File: src/rtl/mole_hit_scorer.sv
// mole_hit_scorer
// Judges per-hole player presses against the active mole bitmap. A press on an
// active mole that has not been hit yet in this round knocks it down and scores.
// Any other press counts as a miss and starts a penalty lockout.
//
// Optional feature: define MOLE_COMBO_EN to enable the hit streak and combo
// scoring. When the streak is at least COMBO_THRESHOLD before a hit cycle,
// each hit in that cycle scores 2. Without the macro, streak is tied to 0,
// every hit scores 1, and no streak logic is built.
module mole_hit_scorer #(
    parameter int NUMBER_OF_HOLES = 18,
    parameter int SCORE_WIDTH     = 10,
    parameter int MISS_WIDTH      = 8,
    parameter int LOCKOUT_CYCLES  = 25,
    parameter int COMBO_THRESHOLD = 3,
    localparam int HP_W = (NUMBER_OF_HOLES > 1) ? $clog2(NUMBER_OF_HOLES) : 1
) (
    input  logic                       clk,
    input  logic                       reset,
    input  logic                       game_active,
    input  logic [NUMBER_OF_HOLES-1:0] mole_positions,
    input  logic [NUMBER_OF_HOLES-1:0] buttons,
    output logic [NUMBER_OF_HOLES-1:0] visible_moles,
    output logic [NUMBER_OF_HOLES-1:0] whacked,
    output logic [SCORE_WIDTH-1:0]     score,
    output logic [MISS_WIDTH-1:0]      misses,
    output logic                       hit_pulse,
    output logic                       miss_pulse,
    output logic [HP_W-1:0]            hit_position,
    output logic [7:0]                 streak,
    output logic                       locked_out
);

    localparam int LOCK_W = $clog2(LOCKOUT_CYCLES + 1);
    localparam logic [LOCK_W-1:0] LOCK_LOAD = LOCK_W'(LOCKOUT_CYCLES - 1);

`ifdef MOLE_COMBO_EN
    localparam bit COMBO_EN = 1'b1;
`else
    localparam bit COMBO_EN = 1'b0;
`endif

    typedef enum logic [1:0] {
        S_IDLE    = 2'd0,
        S_PLAY    = 2'd1,
        S_LOCKOUT = 2'd2
    } state_t;

    state_t                     state_q, state_d;
    logic [NUMBER_OF_HOLES-1:0] btn_prev_q;
    logic [NUMBER_OF_HOLES-1:0] whacked_q, whacked_d;
    logic [SCORE_WIDTH-1:0]     score_q, score_d;
    logic [MISS_WIDTH-1:0]      misses_q, misses_d;
    logic [LOCK_W-1:0]          lock_cnt_q, lock_cnt_d;
    logic                       hit_pulse_q, hit_pulse_d;
    logic                       miss_pulse_q, miss_pulse_d;
    logic [HP_W-1:0]            hit_pos_q, hit_pos_d;

    logic [NUMBER_OF_HOLES-1:0] press;
    logic [NUMBER_OF_HOLES-1:0] avail;
    logic [NUMBER_OF_HOLES-1:0] hits;
    logic [NUMBER_OF_HOLES-1:0] bad;
    logic                       in_play;
    logic [7:0]                 hit_cnt;
    logic [7:0]                 points;
    logic [7:0]                 streak_cur;
    logic                       combo_on;

    // Number of set bits in a hole vector.
    function automatic logic [7:0] popcount(input logic [NUMBER_OF_HOLES-1:0] v);
        logic [7:0] cnt;
        cnt = 8'd0;
        for (int i = 0; i < NUMBER_OF_HOLES; i++) begin
            cnt = cnt + {7'd0, v[i]};
        end
        return cnt;
    endfunction

    // Index of the lowest set bit; 0 when the vector is empty.
    function automatic logic [HP_W-1:0] lowest_index(input logic [NUMBER_OF_HOLES-1:0] v);
        logic [HP_W-1:0] idx;
        idx = '0;
        for (int i = NUMBER_OF_HOLES - 1; i >= 0; i--) begin
            if (v[i]) begin
                idx = HP_W'(i);
            end
        end
        return idx;
    endfunction

    // Score addition that sticks at all-ones instead of wrapping.
    function automatic logic [SCORE_WIDTH-1:0] sat_add_score(input logic [SCORE_WIDTH-1:0] a,
                                                             input logic [7:0]             b);
        logic [SCORE_WIDTH+8:0] sum;
        sum = {9'd0, a} + {{(SCORE_WIDTH + 1){1'b0}}, b};
        if (sum[SCORE_WIDTH+8:SCORE_WIDTH] != '0) begin
            return '1;
        end
        return sum[SCORE_WIDTH-1:0];
    endfunction

    // Miss counter increment that sticks at all-ones.
    function automatic logic [MISS_WIDTH-1:0] sat_inc_miss(input logic [MISS_WIDTH-1:0] a);
        if (&a) begin
            return a;
        end
        return a + MISS_WIDTH'(1);
    endfunction

`ifdef MOLE_COMBO_EN
    // Streak addition that sticks at 255.
    function automatic logic [7:0] sat_add_streak(input logic [7:0] a, input logic [7:0] b);
        logic [8:0] sum;
        sum = {1'b0, a} + {1'b0, b};
        if (sum[8]) begin
            return 8'hFF;
        end
        return sum[7:0];
    endfunction
`endif

    // Press edges and the per-cycle classification of presses into hits and misses.
    always_comb begin
        press    = buttons & ~btn_prev_q;
        avail    = mole_positions & ~whacked_q;
        in_play  = (state_q == S_PLAY) && game_active;
        hits     = in_play ? (press & avail) : '0;
        bad      = in_play ? (press & ~avail) : '0;
        hit_cnt  = popcount(hits);
        combo_on = COMBO_EN && (streak_cur >= 8'(COMBO_THRESHOLD));
        points   = combo_on ? {hit_cnt[6:0], 1'b0} : hit_cnt;
    end

    // Next-state logic for the game FSM and the score/miss/whacked bookkeeping.
    always_comb begin
        state_d      = state_q;
        whacked_d    = whacked_q & mole_positions;
        score_d      = score_q;
        misses_d     = misses_q;
        lock_cnt_d   = lock_cnt_q;
        hit_pulse_d  = 1'b0;
        miss_pulse_d = 1'b0;
        hit_pos_d    = '0;

        case (state_q)
            S_IDLE: begin
                if (game_active) begin
                    score_d   = '0;
                    misses_d  = '0;
                    whacked_d = '0;
                    state_d   = S_PLAY;
                end
            end

            S_PLAY: begin
                if (!game_active) begin
                    state_d = S_IDLE;
                end else begin
                    // Hits are scored first; a miss in the same cycle still locks out.
                    if (hits != '0) begin
                        whacked_d   = (whacked_q | hits) & mole_positions;
                        score_d     = sat_add_score(score_q, points);
                        hit_pulse_d = 1'b1;
                        hit_pos_d   = lowest_index(hits);
                    end
                    if (bad != '0) begin
                        misses_d     = sat_inc_miss(misses_q);
                        miss_pulse_d = 1'b1;
                        lock_cnt_d   = LOCK_LOAD;
                        state_d      = S_LOCKOUT;
                    end
                end
            end

            S_LOCKOUT: begin
                if (!game_active) begin
                    state_d = S_IDLE;
                end else if (lock_cnt_q == '0) begin
                    state_d = S_PLAY;
                end else begin
                    lock_cnt_d = lock_cnt_q - LOCK_W'(1);
                end
            end

            default: begin
                state_d = S_IDLE;
            end
        endcase
    end

    // State and counter registers; btn_prev follows the buttons in every state.
    always_ff @(posedge clk) begin
        if (reset) begin
            state_q      <= S_IDLE;
            btn_prev_q   <= '0;
            whacked_q    <= '0;
            score_q      <= '0;
            misses_q     <= '0;
            lock_cnt_q   <= '0;
            hit_pulse_q  <= 1'b0;
            miss_pulse_q <= 1'b0;
            hit_pos_q    <= '0;
        end else begin
            state_q      <= state_d;
            btn_prev_q   <= buttons;
            whacked_q    <= whacked_d;
            score_q      <= score_d;
            misses_q     <= misses_d;
            lock_cnt_q   <= lock_cnt_d;
            hit_pulse_q  <= hit_pulse_d;
            miss_pulse_q <= miss_pulse_d;
            hit_pos_q    <= hit_pos_d;
        end
    end

`ifdef MOLE_COMBO_EN
    logic [7:0] streak_q, streak_d;

    // Streak grows by the number of moles hit and is wiped by any miss or a new game.
    always_comb begin
        streak_d = streak_q;
        if (state_q == S_IDLE) begin
            if (game_active) begin
                streak_d = '0;
            end
        end else if (in_play) begin
            if (hits != '0) begin
                streak_d = sat_add_streak(streak_q, hit_cnt);
            end
            if (bad != '0) begin
                streak_d = '0;
            end
        end
    end

    // Streak register.
    always_ff @(posedge clk) begin
        if (reset) begin
            streak_q <= '0;
        end else begin
            streak_q <= streak_d;
        end
    end

    assign streak_cur = streak_q;
`else
    assign streak_cur = 8'd0;
`endif

    assign visible_moles = mole_positions & ~whacked_q;
    assign whacked       = whacked_q;
    assign score         = score_q;
    assign misses        = misses_q;
    assign hit_pulse     = hit_pulse_q;
    assign miss_pulse    = miss_pulse_q;
    assign hit_position  = hit_pos_q;
    assign streak        = streak_cur;
    assign locked_out    = (state_q == S_LOCKOUT);

endmodule

File: config.mk
export PLATFORM = sky130hd
export DESIGN_NAME = mole_hit_scorer
export DESIGN_NICKNAME = d
export VERILOG_FILES = /design/src/rtl/mole_hit_scorer.sv
export SDC_FILE = /design/constraint.sdc
export NUM_CORES = 1
export LEC_CHECK = 0
export BUFFER_PORTS_ARGS = -buffer_cell sky130_fd_sc_hd__buf_2
export CAP_MARGIN = 20
export CORE_ASPECT_RATIO = 0.8
export CORE_MARGIN = 3
export CORE_UTILIZATION = 57
export DETAILED_ROUTE_END_ITERATION = 7
export GPL_TIMING_DRIVEN = 0
export PLACE_DENSITY_LB_ADDON = 0.2
export SETUP_SLACK_MARGIN = 0.2
export SLEW_MARGIN = 25
export SYNTH_ARGS = -nofsm -noshare
export SYNTH_HDL_FRONTEND = slang
export SYNTH_SLANG_ARGS = --single-unit
File: constraint.sdc
create_clock -name clk -period 12.3 [get_ports clk]
set_input_delay 0.615 -clock clk [delete_from_list [all_inputs] [get_ports clk]]
set_output_delay 0.615 -clock clk [all_outputs]
set_load 0.02 [all_outputs]
Yosys cells after proc, flatten, opt, wreduce, memory -nomap -nowiden
Cells that the tools add are included.
{"block": "word_totals", "regBits": 68, "input_bits": 39, "out_inout_bits": 70, "elab_cells": 131}
{"block": "classes", "addsub": 20, "eq_ne": 11, "n_mux": 55, "bitwise": 13, "reduce_logical": 19}
{"cell": "18-bit AND", "count": 6}
{"cell": "18-bit 2-to-1 mux", "count": 5}
{"cell": "8-bit by 1-bit adder with 8-bit output", "count": 10}
{"cell": "18-bit inverter", "count": 3}
{"cell": "10-bit 2-to-1 mux", "count": 5}
{"cell": "18-bit one-hot mux with 2 select lines", "count": 1}
{"cell": "18-bit nonzero test", "count": 2}
{"cell": "4-bit 2-to-1 mux", "count": 8}
{"cell": "8-bit 2-to-1 mux", "count": 4}
{"cell": "5-bit 2-to-1 mux", "count": 6}
{"cell": "10-bit one-hot mux with 2 select lines", "count": 1}
{"cell": "20-bit OR reduction", "count": 1}
{"cell": "18-bit OR", "count": 1}
{"cell": "8-bit one-hot mux with 2 select lines", "count": 1}
{"cell": "2-bit 2-to-1 mux", "count": 7}
{"cell": "3-bit 2-to-1 mux", "count": 4}
{"cell": "12-bit OR reduction", "count": 1}
{"cell": "10-bit by 8-bit adder with 11-bit output", "count": 1}
{"cell": "1-bit 2-to-1 mux", "count": 11}
{"cell": "5-bit one-hot mux with 2 select lines", "count": 1}
{"cell": "5-bit AND reduction", "count": 2}
{"cell": "9-bit nonzero test", "count": 1}
{"cell": "7-bit by 1-bit adder with 8-bit output", "count": 1}
{"cell": "8-bit by 1-bit adder with 8-bit output, second input constant", "count": 1}
{"cell": "other kinds (26)", "count": 34}

Logic depth before layout (Yosys ltp)
{"block": "depth", "ltp_word": 31, "depth_mapped": 23, "mapped_depth_nobuf": 19}

Worst setup path after synthesis
No wires, ideal clock.
{"block": "synth_path", "path_type": "input to register", "startpoint": "input port game_active", "endpoint": "register score_q[8] (netlist: score[8])", "setup_time_ps": 115, "t_arrival_ps": 5710, "required_time_ps": 12185, "setup_slack_ps": 6475, "cell_stages": 21, "n_path_buf": 3, "path_cell_list": "and3b_1 buf_6 buf_2 buf_1 nand2_1 fa_1 inv_1 fa_1 inv_1 fa_1 fa_1 fa_1 fa_1 fa_1 nand2b_1 a21oi_1 o21ai_0 nand2b_1 nand4_1 o21a_1 o21a_1"}
{"block": "synth_between", "elab_chain_len": 29, "word_cells_on_any_way": 34, "classes_between": "18 x add/sub; 3 x eq/ne; 9 x mux; 4 x reduce/logical"}
{"item": "from (decl)", "line": "20", "rtl": "input logic game_active,"}
{"item": "1-bit logical AND", "line": "126", "rtl": "in_play = (state_q == S_PLAY) && game_active;"}
{"item": "18-bit 2-to-1 mux", "line": "127", "rtl": "hits = in_play ? (press & avail) : '0;"}
{"item": "1-bit by 1-bit adder with 2-bit output", "line": "74", "rtl": "cnt = cnt + {7'd0, v[i]};"}
{"item": "2-bit by 1-bit adder with 3-bit output", "line": "74"}
{"item": "3-bit by 1-bit adder with 4-bit output", "line": "74"}
{"item": "4-bit by 1-bit adder with 5-bit output", "line": "74"}
{"item": "5-bit by 1-bit adder with 6-bit output", "line": "74"}
{"item": "6-bit by 1-bit adder with 7-bit output", "line": "74"}
{"item": "(+13 left out)"}
{"item": "1-bit 2-to-1 mux", "line": "96", "rtl": "if (sum[SCORE_WIDTH+8:SCORE_WIDTH] != '0) begin"}
{"item": "1-bit 2-to-1 mux", "line": "160", "rtl": "if (hits != '0) begin"}
{"item": "1-bit 2-to-1 mux", "line": "156", "rtl": "if (!game_active) begin"}
{"item": "1-bit 2-to-1 mux", "line": "145", "rtl": "case (state_q)"}
{"item": "10-bit 2-to-1 mux", "line": "99", "rtl": "return sum[SCORE_WIDTH-1:0];"}
{"item": "10-bit 2-to-1 mux", "line": "160"}
{"item": "10-bit 2-to-1 mux", "line": "156"}
{"item": "10-bit one-hot mux with 2 select lines", "line": "145"}
{"item": "to (signal assigned)", "line": "207", "rtl": "score_q <= score_d;"}
{"item": "to (decl)", "line": "52", "rtl": "logic [SCORE_WIDTH-1:0] score_q, score_d;"}
Several ways; a longest one is shown, not always the timed one. The select of a mux whose other input is x is not followed.
A chain may end at the register's enable or synchronous reset.

Final worst setup path
{"block": "layout_path", "startpoint": "register state_q[0]", "endpoint": "register score_q[7] (netlist: score[7])"}
{"block": "layout_between", "elab_chain_len": 30, "word_cells_on_any_way": 37, "classes_between": "18 x add/sub; 4 x eq/ne; 9 x mux; 6 x reduce/logical"}
{"item": "from (decl)", "line": "49", "rtl": "state_t state_q, state_d;"}
{"item": "from (signal assigned)", "line": "204", "rtl": "state_q <= state_d;"}
{"item": "2-bit by 1-bit equality test with 1-bit output", "line": "126, 145"}
{"item": "1-bit logical AND", "line": "126"}
{"item": "18-bit 2-to-1 mux", "line": "127"}
{"item": "1-bit by 1-bit adder with 2-bit output", "line": "74"}
{"item": "2-bit by 1-bit adder with 3-bit output", "line": "74"}
{"item": "3-bit by 1-bit adder with 4-bit output", "line": "74"}
{"item": "4-bit by 1-bit adder with 5-bit output", "line": "74"}
{"item": "5-bit by 1-bit adder with 6-bit output", "line": "74"}
{"item": "(+14 left out)"}
{"item": "1-bit 2-to-1 mux", "line": "96"}
{"item": "1-bit 2-to-1 mux", "line": "160"}
{"item": "1-bit 2-to-1 mux", "line": "156"}
{"item": "1-bit 2-to-1 mux", "line": "145"}
{"item": "10-bit 2-to-1 mux", "line": "99"}
{"item": "10-bit 2-to-1 mux", "line": "160"}
{"item": "10-bit 2-to-1 mux", "line": "156"}
{"item": "10-bit one-hot mux with 2 select lines", "line": "145"}
Several ways; a longest one is shown, not always the timed one. The select of a mux whose other input is x is not followed.

==> metrics.csv <==
metric,value,unit
maximum vdd drop,74.4,uV
outcome,completed,
global-route wire length before repair,16400,um
Synth Cell Area,0.00387,mm2
Synth Flop Type,dfxtp_1,
1st-iter DRT viols,272,
GRT overflow,0,
design area,0.00468,mm2
most frequent cells in the layout,"102 x buf_2, 68 x dfxtp_1, 36 x nor2b_1",
fin crit share,52.4,%
vias in the first global route,3435,
Final Max Slew Viols,0,
Critical Path Sink Type,flop,
largest net degree at the start of global routing,13,
WL/cell,15.5,um
Worst Hold Slack,466,ps
CTS tree,done,
P per Cell Area,102,mW/mm2
Root Buffer,clkbuf_8,
Synth area leader,dfxtp_1,
Die Area,0.00782,mm2
post-synthesis register bit count,68,
number of nets in the layout,623,
Num CTS Buffers,9,
leakage power,2.22,nW
post-layout util,72.3,%
syn_area_per_cell,8.85,um2
Max clock buf depth,2,
Worst Tran Pin Value,713,ps
router iterations before antenna repair,5,
Synth async-reset ratio,0,%
Final Hold Fails,0,
initial antenna violation count,0,
layout cells sized above 1,24.6,%
PortBufs,100,
Max Cap Viol,0,
number of core rows,26,
placed cell count,628,
clk slew on worst S/H paths,70,ps
Worst slew margin,52.0,%
crit path max fanout,10,
core footprint,0.00647,mm2
Vert. Die Dim,79.7,um
unrepaired setup endpoints after global routing,no,
worst-skew pair later-pin latency,350,ps
Crit Path Class,flop to flop,
"leading cell type in the layout, fill and taps excluded",buf_2,
clock skew,11.3,ps
GP Congestion,0.877,
Post-synth EDFFs,0,
Num Clock Sinks,68,
"antenna viol nets, final",0,
Yosys top cell area share,35.2,%
htree depth,3,
Top Ports,109,
post-layout min period,6440,ps
maximum clock rate,0.155,GHz
synth top area cells,"dfxtp_1 35%, fa_1 6.7%, nor2b_1 5.8%",
crit path DAT,6740,ps
Global Route Usage Sum,26.3,%
# DRC,0,
hpwl dp,7850,um
CP Launch Type,flop,
Filler cells,517,
TNS Setup,0,ps
post-cts sizing count,0,
final std cells w/o fill,644,
final wirelength,9980,um
hold_buf cts,0,
Initial Utilization,59.7,%
Final setup viols,0,
Placed Area,0.00450,mm2
sequential cell area fraction in the yosys report,35.2,%
diode count,0,
library cells used by synthesis,59,
Hold WC Path Type,flop to flop,
Mapped Cells,437,
Worst EP required,12600,ps
Post-CTS Setup Inserts,0,
P&R area growth vs syn,21.1,%
Ys Warns,0,
vias per inst,5.73,
via count,3692,
Die Width,98.1,um
## layout make-up
cell class	count	area (um2)	area share [%]
repair buffers	100	500	10.7
plain buffers	21	126	2.70
multi-input cells	326	2300	49.2
well taps	84	105	2.24
inverters	29	109	2.32
clock buffers	10	138	2.94
flip-flops and latches	68	1360	29.1
clock inverters	6	40.0	0.855
## metrics by stage
| step | setup slack [ps] | total power, mW |
|---|---|---|
| 2_1_floorplan | 6480 | 0.289 |
| 3_3_place_gp | 5700 | 0.313 |
| 3_5_place_dp | 5600 | 0.315 |
| 4_1_cts | 5890 | 0.477 |
| 5_1_grt | 5440 | 0.497 |
| 6_report | 5860 | 0.477 |
## layer usage
| metal | share of wire (%) | global-route usage (%) | up-vias |
|---|---|---|---|
| met2 | 45 | 41.3 | 180 |
| met5 | 0 | 0 | - |
| met4 | 1.9 | 8.30 | 0 |
| li1 | - | - | 1775 |
| met3 | 9.0 | 5.94 | 19 |
| met1 | 45 | 36.1 | 1718 |
## critical path: stages (launching register included)
cell and delay, ps:
dfxtp_1 330, buf_6 130, and3b_1 170, buf_6 120
buf_2 230, buf_1 410, nand2_1 280, fa_1 590
inv_1 50, fa_1 470, inv_1 50, fa_1 450
fa_1 510, fa_1 430, fa_1 420, fa_1 410
nand2b_1 180, a21oi_1 190, o21ai_0 100, nand2b_1 200
nand4_1 320, o21ai_0 190, a22o_1 160
## sequential cells by signal, indices dropped and copies added (netlist names)
| signal | flops |
|---|---|
| btn_prev_q | 18 |
| hit_position | 5 |
| hit_pulse | 1 |
| lock_cnt_q | 5 |
| miss_pulse | 1 |
| misses | 8 |
| score | 10 |
| state_q | 2 |
| whacked | 18 |
## where the power goes
part	total, mW	leakage [nW]	switching, mW	internal (mW)
Sequential	0.230	0.554	0.00373	0.227
Clock	0.166	0.0803	0.0879	0.0777
Combinational	0.0808	1.59	0.0489	0.0320
Total	0.477	2.22	0.140	0.336
## cells in the mapped netlist (all sizes together) (5+ instances only)
cell type  instances
fa                13
nor3b              6
nor3              13
a21oi             33
clkbuf             7
nand2b            14
o32ai              5
o21ai             13
o21a               5
nand3             15
a22o               9
xor2               5
dfxtp             68
nand2             33
inv               29
buf               14
nor2              26
nor2b             36
nor4bb             9
ha                16
## cell families (layout without fill, tap and decap cells)
logic type | count (synthesis) | after routing | synth area share [%]
adder cells (fa/ha/maj) | 29 | 29 | 11.9
AO/OA/AOI/OAI | 90 | 90 | 15.5
flip-flops | 68 | 68 | 35.2
XOR/XNOR | 9 | 9 | 2.04
buffers and inverters | 50 | 166 | 6.08
other | 1 | 8 | 0.0970
AND/OR/NAND/NOR | 190 | 190 | 29.2
## path summary, 6_finish.rpt
| path | start | endpoint | slack [ps] | cells after the start |
|---|---|---|---|---|
| max | state_q[0] | score[7] | 5860 | 22 |
| min | whacked[17] | whacked[17] | 470 | 2 |
| max reg2reg | state_q[0] | score[7] | 5860 | 22 |
| min reg2reg | whacked[17] | whacked[17] | 470 | 2 |
Power figures use the tool's default switching activity.
